`config.mk`:
```
export PLATFORM = sky130hd
export DESIGN_NAME = cistercian_scan_driver
export DESIGN_NICKNAME = d
export VERILOG_FILES = /design/src/rtl/cistercian_scan_driver.sv
export SDC_FILE = /design/constraint.sdc
export NUM_CORES = 1
export LEC_CHECK = 0
export CAP_MARGIN = 5
export CORE_MARGIN = 3
export CORE_UTILIZATION = 49
export DETAILED_ROUTE_END_ITERATION = 7
export GPL_ROUTABILITY_DRIVEN = 0
export PLACE_DENSITY = 0.74
export SLEW_MARGIN = 20
export SYNTH_ARGS = -nofsm -noshare
export SYNTH_HDL_FRONTEND = slang
export SYNTH_SLANG_ARGS = --single-unit
```
`constraint.sdc`:
```
create_clock -name clk -period 3.3 [get_ports clk]
set_input_delay 0.99 -clock clk [delete_from_list [all_inputs] [get_ports clk]]
set_output_delay 0.99 -clock clk [all_outputs]
set_load 0.1 [all_outputs]
```
`src/rtl/cistercian_scan_driver.sv`:
```
`default_nettype none
// ============================================================================
// Module   : cistercian_scan_driver
// Purpose  : Time-multiplexed Cistercian-numeral driver; scans CHANNELS digit
//            positions over one shared 5-line stroke bus with tear-free updates.
// Options  : CISTERCIAN_DEADTIME_EN -- one blank cycle at the start of each slot
// Revision : 1.0  initial release
// ============================================================================
module cistercian_scan_driver #(
  parameter int CHANNELS = 4,
  parameter int PRESCALE = 1000
) (
  input  logic                  clk,
  input  logic                  rst_n,
  input  logic [4*CHANNELS-1:0] data_i,
  input  logic                  le_i,
  input  logic [CHANNELS-1:0]   lt_i,
  input  logic                  bi_i,
  input  logic                  al_i,
  output logic                  u_o,
  output logic                  v_o,
  output logic                  w_o,
  output logic                  x_o,
  output logic                  y_o,
  output logic [CHANNELS-1:0]   dig_o,
  output logic                  frame_o
);

  localparam int              SW        = (CHANNELS > 1) ? $clog2(CHANNELS) : 1;
  localparam logic [SW-1:0]   SLOT_LAST = SW'(CHANNELS - 1);
  localparam logic [15:0]     PCNT_LAST = 16'(PRESCALE - 1);

  logic [4*CHANNELS-1:0] pend_q, pend_d;
  logic [4*CHANNELS-1:0] disp_q, disp_d;
  logic [15:0]           pcnt_q, pcnt_d;
  logic [SW-1:0]         slot_q, slot_d;
  logic [4:0]            strokes_q, strokes_d;
  logic [CHANNELS-1:0]   dig_q, dig_d;
  logic                  frame_q, frame_d;

  logic                  w_tc;
  logic                  w_boundary;
  logic [3:0]            w_sel_code;
  logic                  w_sel_lt;
  logic [4:0]            w_out_strokes;

  // Stroke bits are ordered {U,V,W,X,Y}.
  function automatic logic [4:0] stroke_code(input logic [3:0] v);
    case (v)
      4'd0:    stroke_code = 5'b00000;
      4'd1:    stroke_code = 5'b10000;
      4'd2:    stroke_code = 5'b01000;
      4'd3:    stroke_code = 5'b00100;
      4'd4:    stroke_code = 5'b00010;
      4'd5:    stroke_code = 5'b10010;
      4'd6:    stroke_code = 5'b00001;
      4'd7:    stroke_code = 5'b10001;
      4'd8:    stroke_code = 5'b01001;
      4'd9:    stroke_code = 5'b11001;
      4'd10:   stroke_code = 5'b11110;
      4'd11:   stroke_code = 5'b10011;
      4'd12:   stroke_code = 5'b11101;
      4'd13:   stroke_code = 5'b11011;
      4'd14:   stroke_code = 5'b10111;
      default: stroke_code = 5'b01111;
    endcase
  endfunction

  assign w_tc       = (pcnt_q == PCNT_LAST);
  assign w_boundary = w_tc && (slot_q == SLOT_LAST);

  always_comb begin
    pend_d  = le_i ? data_i : pend_q;
    disp_d  = disp_q;
    pcnt_d  = pcnt_q + 16'd1;
    slot_d  = slot_q;
    frame_d = w_boundary;

    if (w_tc) begin
      pcnt_d = '0;
      slot_d = (slot_q == SLOT_LAST) ? '0 : slot_q + SW'(1);
    end
    // Tear-free update: the displayed set only changes on a frame wrap.
    if (w_boundary) begin
      disp_d = le_i ? data_i : pend_q;
    end
  end

  always_comb begin
    w_sel_code = '0;
    w_sel_lt   = 1'b1;
    dig_d      = '0;
    for (int k = 0; k < CHANNELS; k++) begin
      if (slot_d == SW'(k)) begin
        w_sel_code = disp_d[4*k +: 4];
        w_sel_lt   = lt_i[k];
        dig_d[k]   = 1'b1;
      end
    end
    strokes_d = w_sel_lt ? stroke_code(w_sel_code) : 5'b11111;
`ifdef CISTERCIAN_DEADTIME_EN
    if (pcnt_d == 16'd0) begin
      dig_d     = '0;
      strokes_d = '0;
    end
`endif
  end

  always_ff @(posedge clk or negedge rst_n) begin
    if (!rst_n) begin
      pend_q    <= '0;
      disp_q    <= '0;
      pcnt_q    <= '0;
      slot_q    <= '0;
      strokes_q <= '0;
      dig_q     <= '0;
      frame_q   <= 1'b0;
    end else begin
      pend_q    <= pend_d;
      disp_q    <= disp_d;
      pcnt_q    <= pcnt_d;
      slot_q    <= slot_d;
      strokes_q <= strokes_d;
      dig_q     <= dig_d;
      frame_q   <= frame_d;
    end
  end

  // Blanking and polarity are combinational so they act in the same cycle.
  assign w_out_strokes = (strokes_q & {5{bi_i}}) ^ {5{~al_i}};
  assign {u_o, v_o, w_o, x_o, y_o} = w_out_strokes;
  assign dig_o   = (dig_q & {CHANNELS{bi_i}}) ^ {CHANNELS{~al_i}};
  assign frame_o = frame_q;

endmodule
`default_nettype wire

```
* Word-level counts from Yosys, hierarchy flattened
Memories as Yosys holds them, arrays and structs flattened. Index checks and enable logic that the tools add are counted.
Operators by class: add/subtract/negate cells 2, equality and inequality tests 5, muxes and demuxes 18, bitwise gates (word level) 5, reductions and logical operators 2
Operators by type and width (count):
- 2-to-1 mux 16 bit | 3
- adder 16 x 1 -> 16 bit (second input constant) | 1
- == test 16 x 10 -> 1 bit (second input constant) | 1
- 2-to-1 mux 4 bit | 4
- 2-to-1 mux 1 bit | 8
- == test 2 bit (second input constant) | 3
- bitwise AND 5 bit | 1
- 2-to-1 mux 5 bit | 1
- bitwise XOR 5 bit | 1
- bitwise AND 4 bit | 1
- 2-to-1 mux 2 bit | 2
- bitwise XOR 4 bit | 1
- adder 2 x 1 -> 2 bit (second input constant) | 1
- == test 2 x 1 -> 1 bit (second input constant) | 1
- zero test 2 bit | 1
- logical AND 1 bit | 1
- NOT 1 bit | 1
Storage, ports and cells: register bits 60, memory bits (read-only) 80, input port bits 25, output and inout port bits 10, memories 1
Memory list:
- (name not given) | words 16, bits a word 5, rd ports 1, clocked after Yosys merged registers in 0, write ports 0, RTL line 49 | case (v)

* Depth between registers and ports, before layout
An unclocked memory read counts as a cell.
depth in word-level cells 10, mapped depth 9, mapped depth without buffers 8

* Worst setup path before layout
Ideal clock, no wire load.
kind in2out, start input port al_i, end output port dig_o[0], arrival time 2.852 ns, data required time 2.310 ns, setup slack -0.542 ns, stages 2, path buffers 1, path through clkbuf_1 -> xor2_1
On the way: word-level cells in the longest chain between the ends 2
Ends and longest elaborated chain:
- start, declared | RTL line 19 | input logic al_i,
- NOT 1 bit | RTL line 132 | assign dig_o = (dig_q & {CHANNELS{bi_i}}) ^ {CHANNELS{~al_i}};
- bitwise XOR 4 bit | RTL line 132
- end, declared | RTL line 25 | output logic [CHANNELS-1:0] dig_o,
No other way between the ends.

* Worst setup path in the final report
start input port bi_i, end output port dig_o[3]
On the way: word-level cells in the longest chain between the ends 2
Ends and longest elaborated chain:
- start, declared | RTL line 18 | input logic bi_i,
- bitwise AND 4 bit | RTL line 132
- bitwise XOR 4 bit | RTL line 132
No other way between the ends.

==> qor.yml <==
timing:
  rsz0062_at_grt: "no"
  clock.fmax_mhz: 312
  max_slew_margin_pct: 57.7
  worst_slew_pin_slew_ns: 0.634
  holdWs_ns: 0.463
  skew_ns: 0.00913
  finalCritPeriodShare_pct: 97.1
  report.final.hold_viol_count: 0
  final.min_clock_period_ns: 3.20
  setup_viol: 0
  slew_violations: 0
synthesis:
  synth_ff_type: "dfrtp_1"
  synth_warnings: 0
  syn_nets: 236
  synth.cell_area_sq_um: 2720
  seq_area_frac_synth_pct: 55.2
  synth_edf_count: 0
  ys_async_sr_fraction_pct: 100
  syn_inst: 209
  ys_ff_latch: 60
  avgSynthCellArea_sq_um: 13.0
  yosysUniqueCellTypes: 35
worst_setup_path:
  endpoint_kind: "primary output"
  reg2reg_to: "strokes_q[1]"
  r2r-start: "pcnt_q[10]"
  cp-start-kind: "primary input"
  crit_buf_inv: 2
  reg2reg_depth: 8
  cp-startpoint: "bi_i"
  worst-setup-path-type: "in2out"
  cp.required_ns: 2.31
  reg2reg_slack_ns: 0.28
  path_cells: "clkdlybuf4s50_1 -> nand2_1 -> xor2_4 -> buf_12"
  cp_slowest_cell: "clkdlybuf4s50_1"
  crit_family: "buffers and inverters"
  critPathMaxFanout: 9
  slowest_delay_ns: 0.65
  critPathArrivalTime_ns: 2.21
floorplanning:
  die_area_sq_um: 6480
  die_height_microns: 80.5
  start_util_pct: 51.9
  core-area_sq_um: 5240
  ios: 35
  fp.dieW_microns: 80.5
  rows: 26
clocking:
  ctsResizeCount: 0
  cts.sinks: 60
  htreeDepth: 3
  cts_buffer_depth: 2
  hold_buffers: 0
  numCtsBuffers: 9
  cts-root-buf: "clkbuf_8"
  cts_tree: "done"
  clk_latency_ns: 0.33
  clk_pin_slew_ns: 0.06
  cts_setup_buffers: 0
worst_hold_path:
  min_path_type: "reg2reg"
  hold_path_end: "pcnt_q[0]"
  hp-start: "pcnt_q[0]"
  min_path_cells: 1
power:
  power_leakage_uw: 0.00160
  vdd_drop_max_uv: 312
  power_uw: 1600
  powerDensity_nw_per_um2: 445
route:
  wl_mm: 4.75
  wire_per_inst_microns: 14.3
  ant_nets: 0
  drt_pass1_iterations: 4
  drt-initial-drc-count: 45
  drc: 0
  vias: 1708
  vias_per_cell: 5.14
final_layout:
  design_area_sq_um: 3600
  final_core_util_pct: 68.8
  area_growth_pct: 32.5
  fillers: 384
  drive_gt1_share_pct: 35.9
  nets: 284
  diodes: 0
  multi_input_area_sq_um: 1280
  seq_area_sq_um: 1500
global_route:
  antenna_found_initial: 0
  grt_pass1_wl_mm: 8.09
  grt_max_degree: 34
  grt_overflow_total: 0
  grt_usage_pct: 17.2
  grt_pass1_vias: 1733
place:
  placed_area_sq_um: 3420
  dp_hpwl_mm: 3.38
  port_buffers: 34
run:
  maxCapViolCount: 0
run_status:
  run_status: "finished, final reports clean"
[flip-flops by register name (all words and copies together), names as in the netlist]
signal and cells:
dig_q 4, disp_q 16, frame_o 1, pcnt_q 16
pend_q 16, slot_q 2, strokes_q 5
[routing by layer]
metal	vias up	share of wire (%)	GRT usage, %
met1	858	45	21.3
met3	7	4.9	6.61
met5	-	0	0
li1	816	-	-
met2	27	49	26.8
met4	0	1.6	7.09
[how the worst max path moves through the flow]
stage,to,slack [ns],depth (start not counted)
after global placement,strokes_q[1],-0.03,8
after CTS,dig_o[3],0.08,4
after global routing,dig_o[3],0.03,4
after floorplan,u_o,-0.12,2
after detailed placement,strokes_q[1],-0.1,8
final,dig_o[3],0.1,4
[where the power goes]
part / total, uW / leakage, uW / switching (uW) / internal, uW
registers: 763 / 0.000771 / 5.43 / 758
logic: 223 / 0.000735 / 127 / 95.8
clock network: 617 / 0.0000931 / 272 / 345
total: 1600 / 0.00160 / 404 / 1200
[cell families after synthesis]
kind of cell | share of synthesized area [%]
buffers and inverters | 1.70
AO/OA/AOI/OAI | 3.22
AND/OR/NAND/NOR | 10.7
flip-flops | 55.2
XOR/XNOR | 7.41
adder cells (fa/ha/maj) | 0.920
multiplexers | 20.8
[Yosys cell counts (2+ instances only)]
library cell | instances | area, sq um
mux2_2 | 39 | 439
nand3_1 | 5 | 25.0
mux2_4 | 3 | 45.0
nand4_1 | 4 | 25.0
xor2_1 | 16 | 140
o211ai_1 | 4 | 30.0
o2111ai_1 | 2 | 17.5
inv_1 | 3 | 11.3
or4_4 | 2 | 22.5
mux2i_2 | 3 | 41.3
clkbuf_1 | 4 | 15.0
ha_1 | 2 | 25.0
xnor2_1 | 7 | 61.3
nor4_4 | 2 | 42.5
a21oi_1 | 2 | 10.0
dfrtp_1 | 60 | 1500
mux2i_1 | 3 | 30.0
nor2_1 | 17 | 63.8
nand2_1 | 15 | 56.3
[cell type report]
| cell class | count | area share [%] |
|---|---|---|
| Sequential cell | 60 | 41.7 |
| Multi-Input combinational cell | 139 | 35.6 |
| Timing Repair Buffer | 44 | 14.9 |
| Clock buffer | 11 | 3.65 |
| Tap cell | 70 | 2.43 |
| Clock inverter | 5 | 1.46 |
| Inverter | 3 | 0.312 |
[layout by cell type, fill, tap and decap left out, drive strengths merged, types with 2 or more instances in the layout]
cell / n
dfrtp: 60
mux2: 43
clkdlybuf4s50: 23
buf: 21
nor2: 17
xor2: 16
nand2: 15
clkbuf: 11
xnor2: 7
mux2i: 6
nand3: 5
nand4: 4
o211ai: 4
inv: 3
clkinv: 3
or4: 2
nor4: 2
a21oi: 2
o2111ai: 2
ha: 2
[metrics by stage]
| step | TNS, ns | setup WS, ns | cells |
|---|---|---|---|
| after floorplan | -0.617 | -0.123 | 209 |
| after global placement | -0.0322 | -0.0315 | 316 |
| after detailed placement | -0.232 | -0.0996 | 316 |
| after CTS | 0 | 0.0810 | 332 |
| after global routing | 0 | 0.0314 | 332 |
| final | 0 | 0.0965 | 332 |
Power figures use the tool's default switching activity.
